==> src/rtl/ram_access_arbiter.sv <==
// Round-robin arbiter sharing one edge-triggered ram_module between requesters A and B.
// Turns held requests into rd_ins/wr_ins strobes, tracks the flag handshake and returns a one-cycle ack.
module ram_access_arbiter #(
    parameter int DATA_WIDTH    = 8,
    parameter int ADDR_WIDTH    = 9,
    parameter int STROBE_TMO    = 7,
    parameter int SETTLE_CYCLES = 2
) (
    input  logic                  clk,
    input  logic                  rst_n,
    input  logic                  a_req,
    input  logic                  a_we,
    input  logic [ADDR_WIDTH-1:0] a_addr,
    input  logic [DATA_WIDTH-1:0] a_wdata,
    output logic                  a_ack,
    input  logic                  b_req,
    input  logic                  b_we,
    input  logic [ADDR_WIDTH-1:0] b_addr,
    input  logic [DATA_WIDTH-1:0] b_wdata,
    output logic                  b_ack,
    output logic [DATA_WIDTH-1:0] rdata,
    output logic                  err,
    output logic                  busy,
    output logic [ADDR_WIDTH-1:0] ram_addr_rd,
    output logic [ADDR_WIDTH-1:0] ram_addr_wr,
    output logic [DATA_WIDTH-1:0] ram_data_wr,
    output logic                  ram_rd_ins,
    output logic                  ram_wr_ins,
    input  logic [DATA_WIDTH-1:0] ram_data_rd,
    input  logic                  ram_flag_rd,
    input  logic                  ram_flag_wr
);

    typedef enum logic [2:0] {INIT_RD, IDLE, STROBE, WAIT_DONE, SETTLE, ACK} state_t;

    localparam int CNT_MAX = (STROBE_TMO > SETTLE_CYCLES) ? STROBE_TMO : SETTLE_CYCLES;
    localparam int CW = $clog2(CNT_MAX + 1);
    localparam logic [CW-1:0] TMO_LAST    = CW'(STROBE_TMO - 1);
    localparam logic [CW-1:0] SETTLE_LAST = CW'(SETTLE_CYCLES - 1);

    state_t                state, state_d;
    logic [CW-1:0]         cnt, cnt_d;
    logic                  init_wait, init_wait_d;
    logic                  op_we, op_we_d;
    logic                  op_b, op_b_d;
    logic                  rr_prio_b, rr_prio_b_d;
    logic                  err_pend, err_pend_d;
    logic [ADDR_WIDTH-1:0] addr_rd_d, addr_wr_d;
    logic [DATA_WIDTH-1:0] data_wr_d, rdata_d;
    logic                  rd_ins_d, wr_ins_d, a_ack_d, b_ack_d, err_d;
    logic                  grant_b, flag_op;

    assign busy    = (state != IDLE);
    assign grant_b = b_req && (!a_req || rr_prio_b);
    assign flag_op = op_we ? ram_flag_wr : ram_flag_rd;

    always_ff @(posedge clk or negedge rst_n) begin
        if (!rst_n) begin
            state       <= INIT_RD;
            cnt         <= '0;
            init_wait   <= 1'b0;
            op_we       <= 1'b0;
            op_b        <= 1'b0;
            rr_prio_b   <= 1'b0;
            err_pend    <= 1'b0;
            ram_addr_rd <= '0;
            ram_addr_wr <= '0;
            ram_data_wr <= '0;
            ram_rd_ins  <= 1'b0;
            ram_wr_ins  <= 1'b0;
            rdata       <= '0;
            a_ack       <= 1'b0;
            b_ack       <= 1'b0;
            err         <= 1'b0;
        end else begin
            state       <= state_d;
            cnt         <= cnt_d;
            init_wait   <= init_wait_d;
            op_we       <= op_we_d;
            op_b        <= op_b_d;
            rr_prio_b   <= rr_prio_b_d;
            err_pend    <= err_pend_d;
            ram_addr_rd <= addr_rd_d;
            ram_addr_wr <= addr_wr_d;
            ram_data_wr <= data_wr_d;
            ram_rd_ins  <= rd_ins_d;
            ram_wr_ins  <= wr_ins_d;
            rdata       <= rdata_d;
            a_ack       <= a_ack_d;
            b_ack       <= b_ack_d;
            err         <= err_d;
        end
    end

    always_comb begin
        state_d     = state;
        cnt_d       = cnt;
        init_wait_d = init_wait;
        op_we_d     = op_we;
        op_b_d      = op_b;
        rr_prio_b_d = rr_prio_b;
        err_pend_d  = err_pend;
        addr_rd_d   = ram_addr_rd;
        addr_wr_d   = ram_addr_wr;
        data_wr_d   = ram_data_wr;
        rd_ins_d    = ram_rd_ins;
        wr_ins_d    = ram_wr_ins;
        rdata_d     = rdata;
        a_ack_d     = 1'b0;
        b_ack_d     = 1'b0;
        err_d       = 1'b0;

        case (state)
            // Dummy read of address 0; its data is discarded and rdata is left untouched.
            INIT_RD: begin
                if (!init_wait) begin
                    rd_ins_d  = 1'b1;
                    addr_rd_d = '0;
                    if (ram_rd_ins) begin
                        if (!ram_flag_rd) begin
                            rd_ins_d    = 1'b0;
                            init_wait_d = 1'b1;
                            cnt_d       = '0;
                        end else if (cnt == TMO_LAST) begin
                            rd_ins_d = 1'b0;
                            cnt_d    = '0;
                            state_d  = IDLE;
                        end else begin
                            cnt_d = cnt + CW'(1);
                        end
                    end
                end else if (ram_flag_rd) begin
                    init_wait_d = 1'b0;
                    state_d     = IDLE;
                end
            end
            IDLE: begin
                if (a_req || b_req) begin
                    op_b_d     = grant_b;
                    op_we_d    = grant_b ? b_we : a_we;
                    cnt_d      = '0;
                    err_pend_d = 1'b0;
                    state_d    = STROBE;
                    if (grant_b ? b_we : a_we) begin
                        addr_wr_d = grant_b ? b_addr : a_addr;
                        data_wr_d = grant_b ? b_wdata : a_wdata;
                        wr_ins_d  = 1'b1;
                    end else begin
                        addr_rd_d = grant_b ? b_addr : a_addr;
                        rd_ins_d  = 1'b1;
                    end
                end
            end
            STROBE: begin
                if (!flag_op) begin
                    rd_ins_d = 1'b0;
                    wr_ins_d = 1'b0;
                    state_d  = WAIT_DONE;
                end else if (cnt == TMO_LAST) begin
                    // RAM never answered: give up and ack with an error.
                    rd_ins_d   = 1'b0;
                    wr_ins_d   = 1'b0;
                    err_pend_d = 1'b1;
                    a_ack_d    = !op_b;
                    b_ack_d    = op_b;
                    err_d      = 1'b1;
                    state_d    = ACK;
                end else begin
                    cnt_d = cnt + CW'(1);
                end
            end
            WAIT_DONE: begin
                if (flag_op) begin
                    cnt_d   = '0;
                    state_d = SETTLE;
                end
            end
            SETTLE: begin
                if (cnt == SETTLE_LAST) begin
                    if (!op_we) rdata_d = ram_data_rd;
                    a_ack_d = !op_b;
                    b_ack_d = op_b;
                    err_d   = err_pend;
                    state_d = ACK;
                end else begin
                    cnt_d = cnt + CW'(1);
                end
            end
            ACK: begin
                rr_prio_b_d = !op_b;
                cnt_d       = '0;
                state_d     = IDLE;
            end
            default: state_d = IDLE;
        endcase
    end

endmodule

==> config.mk <==
export PLATFORM = sky130hd
export DESIGN_NAME = ram_access_arbiter
export DESIGN_NICKNAME = d
export VERILOG_FILES = /design/src/rtl/ram_access_arbiter.sv
export SDC_FILE = /design/constraint.sdc
export NUM_CORES = 1
export LEC_CHECK = 0
export BUFFER_PORTS_ARGS = -buffer_cell sky130_fd_sc_hd__buf_4
export CAP_MARGIN = 5
export CORE_UTILIZATION = 38
export DETAILED_ROUTE_END_ITERATION = 8
export MAX_ROUTING_LAYER = met4
export PLACE_DENSITY_LB_ADDON = 0.12
export REMOVE_ABC_BUFFERS = 1
export SLEW_MARGIN = 40
export SYNTH_ARGS = -nofsm -noshare
export SYNTH_HDL_FRONTEND = slang
export SYNTH_SLANG_ARGS = --single-unit
==> constraint.sdc <==
create_clock -name clk -period 3.5 [get_ports clk]
set_input_delay 0.525 -clock clk [delete_from_list [all_inputs] [get_ports clk]]
set_output_delay 0.525 -clock clk [all_outputs]
set_load 0.02 [all_outputs]
==> results of run 1 <==
## final timing paths
path | start | to | slack [ps]
worst max-delay path | state[2] | ram_data_wr[4] | 980
worst min-delay path | rst_n | cnt[2] | 240
worst max register to register | state[2] | ram_data_wr[4] | 980
worst min register to register | op_b | a_ack | 480
max in group asynchronous | rst_n | ram_addr_wr[4] | 2840
min in group clk | ram_data_rd[5] | rdata[5] | 450
## cell usage after synthesis, types with 3 or more instances
library cell               instances
sky130_fd_sc_hd__a21bo_2           5
sky130_fd_sc_hd__buf_2             3
sky130_fd_sc_hd__mux2_4            4
sky130_fd_sc_hd__nor2_1            6
sky130_fd_sc_hd__ha_1              3
sky130_fd_sc_hd__inv_1             8
sky130_fd_sc_hd__a21oi_1           7
sky130_fd_sc_hd__nor3_1            7
sky130_fd_sc_hd__nor2b_1          14
sky130_fd_sc_hd__mux2i_1           7
sky130_fd_sc_hd__nand4_1           5
sky130_fd_sc_hd__o21ai_0           7
sky130_fd_sc_hd__nand2_1           8
sky130_fd_sc_hd__o211ai_1          4
sky130_fd_sc_hd__dfrtp_1          50
sky130_fd_sc_hd__mux2_2           34
sky130_fd_sc_hd__clkbuf_1          4
sky130_fd_sc_hd__a21o_1            7
## state kept, by name, indices dropped and copies added, names as in the netlist
signal,count
a_ack,1
b_ack,1
ram_addr_rd,9
rr_prio_b,1
ram_data_wr,8
cnt,3
op_we,1
ram_addr_wr,9
err_pend,1
err,1
rdata,8
state,3
init_wait,1
ram_wr_ins,1
ram_rd_ins,1
op_b,1
## cell usage in the layout, fill, tap and decap left out, types with 6 or more instances in the layout
cell type	count
sky130_fd_sc_hd__a21o_1	7
sky130_fd_sc_hd__a21oi_1	7
sky130_fd_sc_hd__buf_4	91
sky130_fd_sc_hd__dfrtp_1	50
sky130_fd_sc_hd__inv_1	8
sky130_fd_sc_hd__mux2_2	34
sky130_fd_sc_hd__mux2i_1	7
sky130_fd_sc_hd__nand2_1	8
sky130_fd_sc_hd__nor2_1	6
sky130_fd_sc_hd__nor2b_1	14
sky130_fd_sc_hd__nor3_1	7
sky130_fd_sc_hd__o21ai_0	6
## metal layers
| metal | track usage | up-vias |
|---|---|---|
| met5 | - | - |
| met1 | 0.225 | 956 |
| li1 | - | 970 |
| met2 | 0.287 | 66 |
| met4 | 0.0370 | 0 |
| met3 | 0.0433 | 6 |
## cells by family after synthesis
kind of cell	count (synthesis)	share of synthesized area
AO/OA/AOI/OAI	47	0.147
flip-flops	50	0.481
adder cells (fa/ha/maj)	3	0.0144
multiplexers	45	0.197
XOR/XNOR	1	0.00337
AND/OR/NAND/NOR	55	0.124
buffers and inverters	17	0.0332
## through the flow
stage,instances,area (um2)
4_1_cts,385,3430
3_3_place_gp,377,3330
2_1_floorplan,209,2540
5_1_grt,386,3450
3_5_place_dp,377,3330
6_report,386,3450
## worst max-delay path, cell delays in order, from the launching register on
cell and delay (ps):
sky130_fd_sc_hd__dfrtp_1 560, sky130_fd_sc_hd__or3_1 490, sky130_fd_sc_hd__o311ai_4 440, sky130_fd_sc_hd__or2_1 350, sky130_fd_sc_hd__buf_6 220, sky130_fd_sc_hd__mux2_2 340
## power breakdown
group	internal [mW]	total [mW]	leakage, nW	switching, mW
clock network	0.214	0.403	0.0524	0.189
registers	0.826	1.04	0.617	0.211
logic	0.774	1.59	0.993	0.816
## cell type report
type,instances,share of cell area
Sequential cell,50,0.363
Tap cell,77,0.0280
Inverter,8,0.00871
Clock inverter,1,0.00871
Clock buffer,7,0.0221
Timing Repair Buffer,92,0.202
Multi-Input combinational cell,151,0.368
==> results.rst, run 1 <==
.. list-table::
   :header-rows: 1

   * - Metric
     - Value
   * - Number of hold-slack violations in the final timing report
     - 0
   * - Max FO, Critical Path
     - 15
   * - Clock H-tree levels
     - 2
   * - Hold-fix buffers at CTS
     - 0
   * - Util after Layout
     - 0.531
   * - Register area
     - 0.00125 mm2
   * - Relative slew margins
     - 0.581
   * - Top-Level Pins
     - 90
   * - Number of detailed-route iterations in the first pass
     - 6
   * - Quantity of gates resized following cts
     - 0
   * - Longest Clk Path Bufs
     - 2
   * - Synth area leaders
     - sky130_fd_sc_hd__dfrtp_1 48%, sky130_fd_sc_hd__mux2_2 15%, sky130_fd_sc_hd__nor2b_1 3.4%, sky130_fd_sc_hd__mux2i_1 2.7%, sky130_fd_sc_hd__mux2_4 2.3%
   * - Top cell type's share of synthesized area
     - 0.481
   * - R2R cell count
     - 5
   * - Vias per cell
     - 5.18
   * - Half-perimeter wire length of the detailed placement result
     - 4.40 mm
   * - Final Critical Period
     - 2520 ps
   * - Least-Margin Pin Slew
     - 629 ps
   * - Data required time of the worst path
     - 3690 ps
   * - Diode insertion count for antenna repair
     - 0
   * - Max cap viols
     - 0
   * - Area of the die
     - 0.00718 mm2
   * - Initial antenna violation count
     - 0
   * - RSZ-0062 raised after global routing
     - no
   * - Number of sinks handled by clock tree synthesis
     - 50
   * - Post-synthesis cell area
     - 0.00260 mm2
   * - Clock tree from TritonCTS
     - yes
   * - Total grt overflow
     - 0
   * - Synth cell types
     - 46
   * - Power Density
     - 879 mW/mm2
   * - Routed length on met2
     - 2.83 mm
   * - Latest clock arrival within the worst-skew pair
     - 310 ps
   * - Post-synthesis cell type with the largest combined area
     - sky130_fd_sc_hd__dfrtp_1
   * - Area of the core
     - 0.00649 mm2
   * - Post-Synthesis Cells
     - 218
   * - Remaining antenna violation count after routing
     - 0
   * - Final cycle utilization of the critical path
     - 0.719
   * - Pin count of the biggest net entering global routing
     - 51
   * - Area growth from synthesis to layout
     - 32.5%
   * - Count of flip-flops with a built-in enable after synthesis
     - 0
   * - Clock transition at the register clock pins on the worst setup and hold paths after CTS
     - 90 ps
   * - Final weighted congestion in routability-driven placement
     - 0.873
   * - Worst ir drop on vdd
     - 0.333 mV
   * - Finish-stage setup viols
     - 0
   * - Met1 Wirelength
     - 2.75 mm
   * - Total length of routed met3 wires
     - 353 um
   * - Multi-input gate area in the final layout
     - 0.00127 mm2
   * - Num CTS Buffers
     - 5
   * - FF+latch count, synth
     - 50
   * - Async S/R FF share, synth
     - 1.00
   * - Total number of nets in the final design
     - 361
   * - Smallest hold slack
     - 237 ps
   * - Type of the worst min-delay path
     - in -> async
   * - Total wire length
     - 5.99 mm
   * - Endpoint kind of the worst setup timing path
     - flip-flop
   * - Main synth FF type
     - sky130_fd_sc_hd__dfrtp_1
   * - Number of global-route vias before repair
     - 1,984
   * - DRC Markers
     - 0
   * - Worst clock skew
     - 5.89 ps
   * - Setup WS pre-CTS
     - 770 ps
   * - Horizontal die dimension
     - 84.7 um
   * - WS Path Type
     - reg -> reg
   * - Total design power
     - 3.03 mW
   * - Number of DRC markers in iteration 0
     - 97
   * - Slack of the critical path
     - 983 ps
   * - Crit path launch type
     - flip-flop
   * - Sum of negative setup slack
     - 0 ps
   * - Total vias in the final route
     - 1,998
   * - Total routing usage reported by global routing
     - 0.177
   * - Clock Tree Root
     - sky130_fd_sc_hd__clkbuf_8
   * - Synth Warn #
     - 0
   * - Static leakage
     - 1.66 nW
   * - Run status
     - complete, no violations
   * - Number of buffer cells added on primary ports
     - 89
   * - Share of layout cells above drive strength 1
     - 0.472
   * - Fmax
     - 0.397 GHz
   * - First-pass GRT wire length
     - 9.71 mm
   * - Filler cell count in the final layout
     - 579
   * - Number of pins with negative max-slew slack in the final report
     - 0
   * - Die height
     - 84.7 um
   * - Average wire length per cell after detail routing
     - 15.5 um
   * - FP Rows
     - 29
   * - Syn avg cell area
     - 11.9 um2
   * - Seq/Total Area, Yosys
     - 0.481
   * - Effective utilization at floorplan
     - 0.401
   * - Worst EP arrival
     - 2710 ps
   * - Max layer used
     - met4
   * - Post-CTS setup repair buffer count
     - 0
Power figures use the tool's default switching activity.
==> inputs of run 2 (changes only) <==
- clock period: 3.5 -> 2.2 ns (I/O delays scaled with it)
==> results.rst, run 2 (synthesis gave the netlist of run 1 again) <==
.. list-table::
   :header-rows: 1

   * - Metric
     - Value
   * - Run status
     - finished, violations left
   * - Failing checks
     - design-rule violations
   * - Number of DRC markers in iteration 0
     - 182 (+88%)
   * - Total instance count after detailed placement
     - 389 (+3.2%)
   * - Max FO, Critical Path
     - 18 (+3)
   * - Effective utilization at floorplan
     - 0.401 (unchanged)
   * - Area growth from synthesis to layout
     - 35.5%
   * - Slack of the critical path
     - 117 ps (-866 ps)
   * - Clock Tree Root
     - sky130_fd_sc_hd__clkbuf_8
   * - FP Rows
     - 29 (unchanged)
   * - First-pass GRT wire length
     - 10.3 mm (+5.8%)
   * - Number of buffer cells added on primary ports
     - 89 (unchanged)
   * - Commonest non-fill, non-tap cell in the layout
     - sky130_fd_sc_hd__buf_4
   * - Smallest hold slack
     - 52.5 ps (-184 ps)
   * - Total grt overflow
     - 0 (unchanged)
   * - Total wire length
     - 6.10 mm (+1.9%)
   * - Area of the core
     - 0.00649 mm2 (unchanged)
   * - Final Critical Period
     - 2080 ps (-434 ps)
   * - Top-Level Pins
     - 90 (unchanged)
   * - Clock H-tree levels
     - 2 (unchanged)
   * - Power Density
     - 1410 mW/mm2 (+61%)
   * - Quantity of gates resized following cts
     - 0 (unchanged)
   * - Number of detailed-route iterations in the first pass
     - 8 (+2)
   * - Horizontal die dimension
     - 84.7 um (unchanged)
   * - Static leakage
     - 1.71 nW (+3.1%)
   * - Least-Margin Pin Slew
     - 636 ps (+7.26 ps)
   * - R2R cell count
     - 8 (+3)
   * - Filler cell count in the final layout
     - 580 (+0.17%)
   * - Clock tree from TritonCTS
     - yes
   * - Worst EP arrival
     - 2270 ps (-440 ps)
   * - Setup WS pre-CTS
     - 110 ps (-660 ps)
   * - Fmax
     - 0.480 GHz (+21%)
   * - Number of pins with negative max-slew slack in the final report
     - 0 (unchanged)
   * - Average wire length per cell after detail routing
     - 15.4 um (-0.89%)
   * - Post-CTS setup repair buffer count
     - 0 (unchanged)
   * - Util after Layout
     - 0.543 (+0.0121)
   * - Terminus of the critical flop-to-flop path
     - ram_addr_wr[7]
   * - Hold-fix buffers at CTS
     - 0 (unchanged)
   * - Share of layout cells above drive strength 1
     - 0.491 (+0.0181)
   * - Longest Clk Path Bufs
     - 2 (unchanged)
   * - Final instance count without filler cells
     - 397 (+2.8%)
   * - Die height
     - 84.7 um (unchanged)
   * - Num CTS Buffers
     - 5 (unchanged)
   * - WS Path Type
     - reg -> reg
   * - Max cap viols
     - 0 (unchanged)
   * - Number of sinks handled by clock tree synthesis
     - 50 (unchanged)
   * - Area of the die
     - 0.00718 mm2 (unchanged)
   * - Sum of negative setup slack
     - 0 ps (unchanged)
   * - Final weighted congestion in routability-driven placement
     - 0.901 (+3.3%)
   * - Finish-stage setup viols
     - 0 (unchanged)
   * - Remaining antenna violation count after routing
     - 0 (unchanged)
   * - Total number of nets in the final design
     - 372 (+3.0%)
   * - Diode insertion count for antenna repair
     - 0 (unchanged)
   * - Register-to-Register Setup Slack
     - 120 ps (-870 ps)
   * - Largest registers in the final layout
     - ram_addr_rd x9, ram_addr_wr x9
   * - Number of hold-slack violations in the final timing report
     - 0 (unchanged)
   * - Crit path launch type
     - flip-flop
   * - Total vias in the final route
     - 2,095 (+4.9%)
   * - Latest clock arrival within the worst-skew pair
     - 300 ps (about the same)
   * - Reg-to-Reg Start
     - cnt[0]
   * - Worst clock skew
     - 4.43 ps (-1.46 ps)
   * - Number of global-route vias before repair
     - 2,108 (+6.3%)
   * - RSZ-0062 raised after global routing
     - no
   * - Endpoint kind of the worst setup timing path
     - flip-flop
   * - Half-perimeter wire length of the detailed placement result
     - 4.56 mm (+3.8%)
   * - Clock transition at the register clock pins on the worst setup and hold paths after CTS
     - 90 ps (about the same)
   * - Data required time of the worst path
     - 2390 ps (-1300 ps)
   * - Pin count of the biggest net entering global routing
     - 51 (unchanged)
   * - Worst ir drop on vdd
     - 0.514 mV (+54%)
   * - Total routing usage reported by global routing
     - 0.185 (+0.00810)
   * - Vias per cell
     - 5.28 (+1.9%)
   * - Final cycle utilization of the critical path
     - 0.947 (+0.228)
   * - Commonest cells after routing, fill and taps aside
     - 103 x sky130_fd_sc_hd__buf_4, 50 x sky130_fd_sc_hd__dfrtp_1, 34 x sky130_fd_sc_hd__mux2_2
   * - Relative slew margins
     - 0.576 (-0.00484)
   * - DRC Markers
     - 4 (+4)
   * - Type of the worst min-delay path
     - in -> async
   * - Initial antenna violation count
     - 0 (unchanged)
==> run 2: area by class of cell <==
type | count | area (um2) | share of cell area
clock inverters | 1 | 30.0 | 0.00852
clock buffers | 7 | 76.3 | 0.0217
well taps | 77 | 96.3 | 0.0273
inverters | 8 | 30.0 | 0.00852
multi-input cells | 151 | 1270 | 0.360
flip-flops and latches | 50 | 1250 | 0.355
repair buffers | 103 | 773 | 0.219
==> run 2: metrics by stage <==
stage	instance area, um2	power, mW
finish	3520	4.97
global route	3520	5.30
CTS	3520	5.01
detailed placement	3420	4.35
global placement	3420	4.32
floorplan	2540	3.22
==> run 2: layer usage <==
metal  share of wire  vias to the layer above  GRT usage
li1                -                      992          -
met1            0.47                     1011      0.245
met2            0.46                       84      0.290
met3           0.064                        8     0.0433
met4           0.011                        0     0.0385
met5               0                        -          -
==> run 2: where the power goes <==
| part | internal, mW | leakage (nW) | switching, mW |
|---|---|---|---|
| clock network | 0.341 | 0.0524 | 0.293 |
| registers | 1.32 | 0.617 | 0.272 |
| logic | 1.34 | 1.04 | 1.42 |
| total | 2.99 | 1.71 | 1.98 |
==> run 2: worst max path at each step <==
| stage | start | to | cells after the start |
|---|---|---|---|
| 6_report | cnt[0] | ram_addr_wr[7] | 8 |
| 5_1_grt | cnt[0] | ram_addr_wr[6] | 8 |
| 4_1_cts | cnt[0] | ram_addr_wr[7] | 8 |
| 3_5_place_dp | ram_flag_rd | ram_data_wr[7] | 7 |
| 3_3_place_gp | ram_flag_rd | ram_data_wr[7] | 7 |
| 2_1_floorplan | rr_prio_b | ram_addr_rd[0] | 4 |
==> run 2: critical path, stage by stage (launching register included) <==
cell	delay, ps
sky130_fd_sc_hd__dfrtp_1	410
sky130_fd_sc_hd__inv_1	90
sky130_fd_sc_hd__ha_1	200
sky130_fd_sc_hd__nand2_1	140
sky130_fd_sc_hd__a32oi_4	250
sky130_fd_sc_hd__o311ai_4	130
sky130_fd_sc_hd__or2_1	230
sky130_fd_sc_hd__buf_4	210
sky130_fd_sc_hd__mux2_4	310
==> inputs of run 3 (changes only) <==
- GPL_TIMING_DRIVEN: not set -> 0
==> results.rst, run 3 (synthesis gave the netlist of run 1 again) <==
.. list-table::
   :header-rows: 1

   * - Metric
     - Value
   * - Run status
     - complete, no violations
   * - Top-Level Pins
     - 90 (unchanged)
   * - Cells along the critical path
     - nor3b_4, buf_4, a32oi_4, o311ai_4, or2_4, buf_4, a21o_1
   * - Relative slew margins
     - 0.581 (+0.00465)
   * - Commonest cells after routing, fill and taps aside
     - 96 x sky130_fd_sc_hd__buf_4, 47 x sky130_fd_sc_hd__dfrtp_1, 34 x sky130_fd_sc_hd__mux2_2
   * - Reg-to-Reg Start
     - state[0]
   * - Worst clock skew
     - 6.45 ps (+2.02 ps)
   * - Max stage delay cell, worst path
     - sky130_fd_sc_hd__dfrtp_4
   * - Initial antenna violation count
     - 0 (unchanged)
   * - Number of logic stages on the critical path including buffering
     - 7 (-1)
   * - Half-perimeter wire length of the detailed placement result
     - 4.18 mm (-8.3%)
   * - Register-to-Register Setup Slack
     - 90 ps (-30 ps)
   * - Number of sinks handled by clock tree synthesis
     - 50 (unchanged)
   * - Number of DRC markers in iteration 0
     - 104 (-43%)
   * - Clock tree from TritonCTS
     - yes
   * - Cell Int Power
     - 2.88 mW (-3.8%)
   * - Buffers & Inverters on Critical Path
     - 2 (unchanged)
   * - Area growth from synthesis to layout
     - 34.7%
   * - Die height
     - 84.7 um (unchanged)
   * - Total instance count after detailed placement
     - 376 (-3.3%)
   * - Longest Clk Path Bufs
     - 2 (unchanged)
   * - Delay of the slowest critical-path stage
     - 580 ps (+170 ps)
   * - Total routing usage reported by global routing
     - 0.180 (-0.00432)
   * - Clock network fraction of total power
     - 0.118 (-0.009)
   * - Cell area after placement
     - 0.00334 mm2 (-2.4%)
   * - Crit path launch type
     - flip-flop
   * - Sum of negative setup slack
     - 0 ps (unchanged)
   * - RSZ-0062 raised after global routing
     - no
   * - Area of the core
     - 0.00649 mm2 (unchanged)
   * - Effective utilization at floorplan
     - 0.401 (unchanged)
   * - Number of global-route vias before repair
     - 1,947 (-7.6%)
   * - Latest clock arrival within the worst-skew pair
     - 310 ps (about the same)
   * - Remaining antenna violation count after routing
     - 0 (unchanged)
   * - Clock Tree Root
     - sky130_fd_sc_hd__clkbuf_8
   * - WS Path Type
     - reg -> reg
   * - Power Density
     - 1380 mW/mm2 (-2.3%)
   * - Data required time of the worst path
     - 2410 ps (+20 ps)
   * - Diode insertion count for antenna repair
     - 0 (unchanged)
   * - Kind of cell adding the most delay to the critical path
     - flip-flops
   * - Most common cell type on the critical path
     - sky130_fd_sc_hd__buf_4
   * - Least-Margin Pin Slew
     - 629 ps (-6.98 ps)
   * - Smallest hold slack
     - 30.6 ps (-21.8 ps)
   * - Hold-fix buffers at CTS
     - 0 (unchanged)
   * - Num CTS Buffers
     - 5 (unchanged)
   * - Number of detailed-route iterations in the first pass
     - 6 (-2)
   * - Share of layout cells above drive strength 1
     - 0.505 (+0.0141)
   * - Total wire length
     - 5.99 mm (-1.9%)
   * - Number of buffer cells added on primary ports
     - 89 (unchanged)
   * - Number of hold-slack violations in the final timing report
     - 0 (unchanged)
   * - DRC Markers
     - 0 (-4)
   * - First-pass GRT wire length
     - 9.84 mm (-4.2%)
   * - FP Rows
     - 29 (unchanged)
   * - Final Critical Period
     - 2110 ps (+28.0 ps)
   * - Total vias in the final route
     - 2,083 (-0.57%)
   * - Fraction of power spent switching nets
     - 0.404 (+0.00574)
   * - Worst ir drop on vdd
     - 0.588 mV (+14%)
   * - Flop pwr share
     - 0.346 (+0.027)
   * - Pin count of the biggest net entering global routing
     - 51 (unchanged)
   * - Final instance count without filler cells
     - 392 (-1.3%)
   * - Largest registers in the final layout
     - ram_addr_rd x9, ram_addr_wr x9
   * - Type of the worst min-delay path
     - in -> async
   * - Relative contribution of combinational cells to total power
     - 0.536 (-0.017)
   * - Endpoint kind of the worst setup timing path
     - flip-flop
   * - Number of pins with negative max-slew slack in the final report
     - 0 (unchanged)
   * - Finish-stage setup viols
     - 0 (unchanged)
   * - Worst EP arrival
     - 2320 ps (+50 ps)
   * - Vias per cell
     - 5.31 (+0.70%)
   * - Final weighted congestion in routability-driven placement
     - 0.828 (-8.2%)
   * - Final cycle utilization of the critical path
     - 0.960 (+0.0127)
   * - Fmax
     - 0.474 GHz (-1.3%)
   * - Max FO, Critical Path
     - 16 (-2)
   * - Sw power
     - 1.95 mW (-1.5%)
   * - Terminus of the critical flop-to-flop path
     - ram_addr_wr[2]
   * - Clock transition at the register clock pins on the worst setup and hold paths after CTS
     - 100 ps (about the same)
   * - Average wire length per cell after detail routing
     - 15.3 um (-0.67%)
   * - Final std cell area, no fill
     - 0.00350 mm2 (-0.60%)
   * - Total number of nets in the final design
     - 367 (-1.3%)
   * - R2R cell count
     - 7 (-1)
   * - Clock H-tree levels
     - 2 (unchanged)
   * - Max cap viols
     - 0 (unchanged)
   * - Static leakage
     - 1.69 nW (-1.7%)
   * - Commonest non-fill, non-tap cell in the layout
     - sky130_fd_sc_hd__buf_4
   * - Area of the die
     - 0.00718 mm2 (unchanged)
   * - Total grt overflow
     - 0 (unchanged)
   * - Horizontal die dimension
     - 84.7 um (unchanged)
## run 3: cell count changes in the layout (fill, tap and decap cells not counted), sizes merged
| cell | previous run | this run |
|---|---|---|
| buf | 103 | 97 |
| bufinv | 1 | 0 |
| clkbuf | 7 | 6 |
| clkinv | 0 | 1 |
| clkinvlp | 0 | 1 |
| or2 | 1 | 2 |
## run 3: worst max-delay path by stage
stage / from / to / slack, ps
2_1_floorplan: rr_prio_b / ram_addr_rd[0] / -880
3_3_place_gp: a_req / ram_addr_rd[8] / -2160
3_5_place_dp: state[0] / ram_data_wr[5] / -850
4_1_cts: state[2] / ram_addr_wr[2] / 60
5_1_grt: state[1] / ram_addr_wr[5] / 40
6_report: state[0] / ram_addr_wr[2] / 90
## run 3: timing repair
item,CTS,global route
buffers inserted,5,2
cloned,1,0
gates resized for setup,7,1
setup endpoints to repair,29,12
pin swaps,2,2
## run 3: stage by stage
step / util / power (mW) / setup slack, ps
finish: 0.539 / 4.83 / 89.0
global route: 0.539 / 5.16 / 36.9
CTS: 0.537 / 4.84 / 64.7
detailed placement: 0.514 / 4.17 / -848
global placement: 0.510 / 4.13 / -2160
floorplan: - / 3.22 / -883
## run 3: layout make-up
type / instances / area (um2)
clock buffer: 6 / 82.6
clock inverter: 2 / 12.5
fill: 604 / 2990
inverter: 8 / 30.0
multi-input combinational: 152 / 1290
sequential: 50 / 1260
tap: 77 / 96.3
timing repair buffer: 97 / 736
## run 3: metal layers
metal	GRT usage	vias to the layer above	wire, um
met5	-	-	0
met4	0.0555	0	76
met3	0.0344	5	307
met2	0.271	75	2750
met1	0.247	1018	2850
li1	-	985	-
## run 3: worst reg2reg max path: cells and delay by family (launching register included)
family,cells,cell delay [ps]
AOI/OAI and AO/OA,3,570
DFF,1,580
buffers and inverters,2,320
and+or+nand+nor,2,550
## run 3: power by group through the flow
stage / Sequential [mW] / Combinational (mW) / Clock, mW
finish: 1.67 / 2.59 / 0.569
global route: 1.73 / 2.81 / 0.625
CTS: 1.67 / 2.59 / 0.583
detailed placement: 1.70 / 2.47 / 0
global placement: 1.69 / 2.43 / 0
floorplan: 2.02 / 1.21 / 0
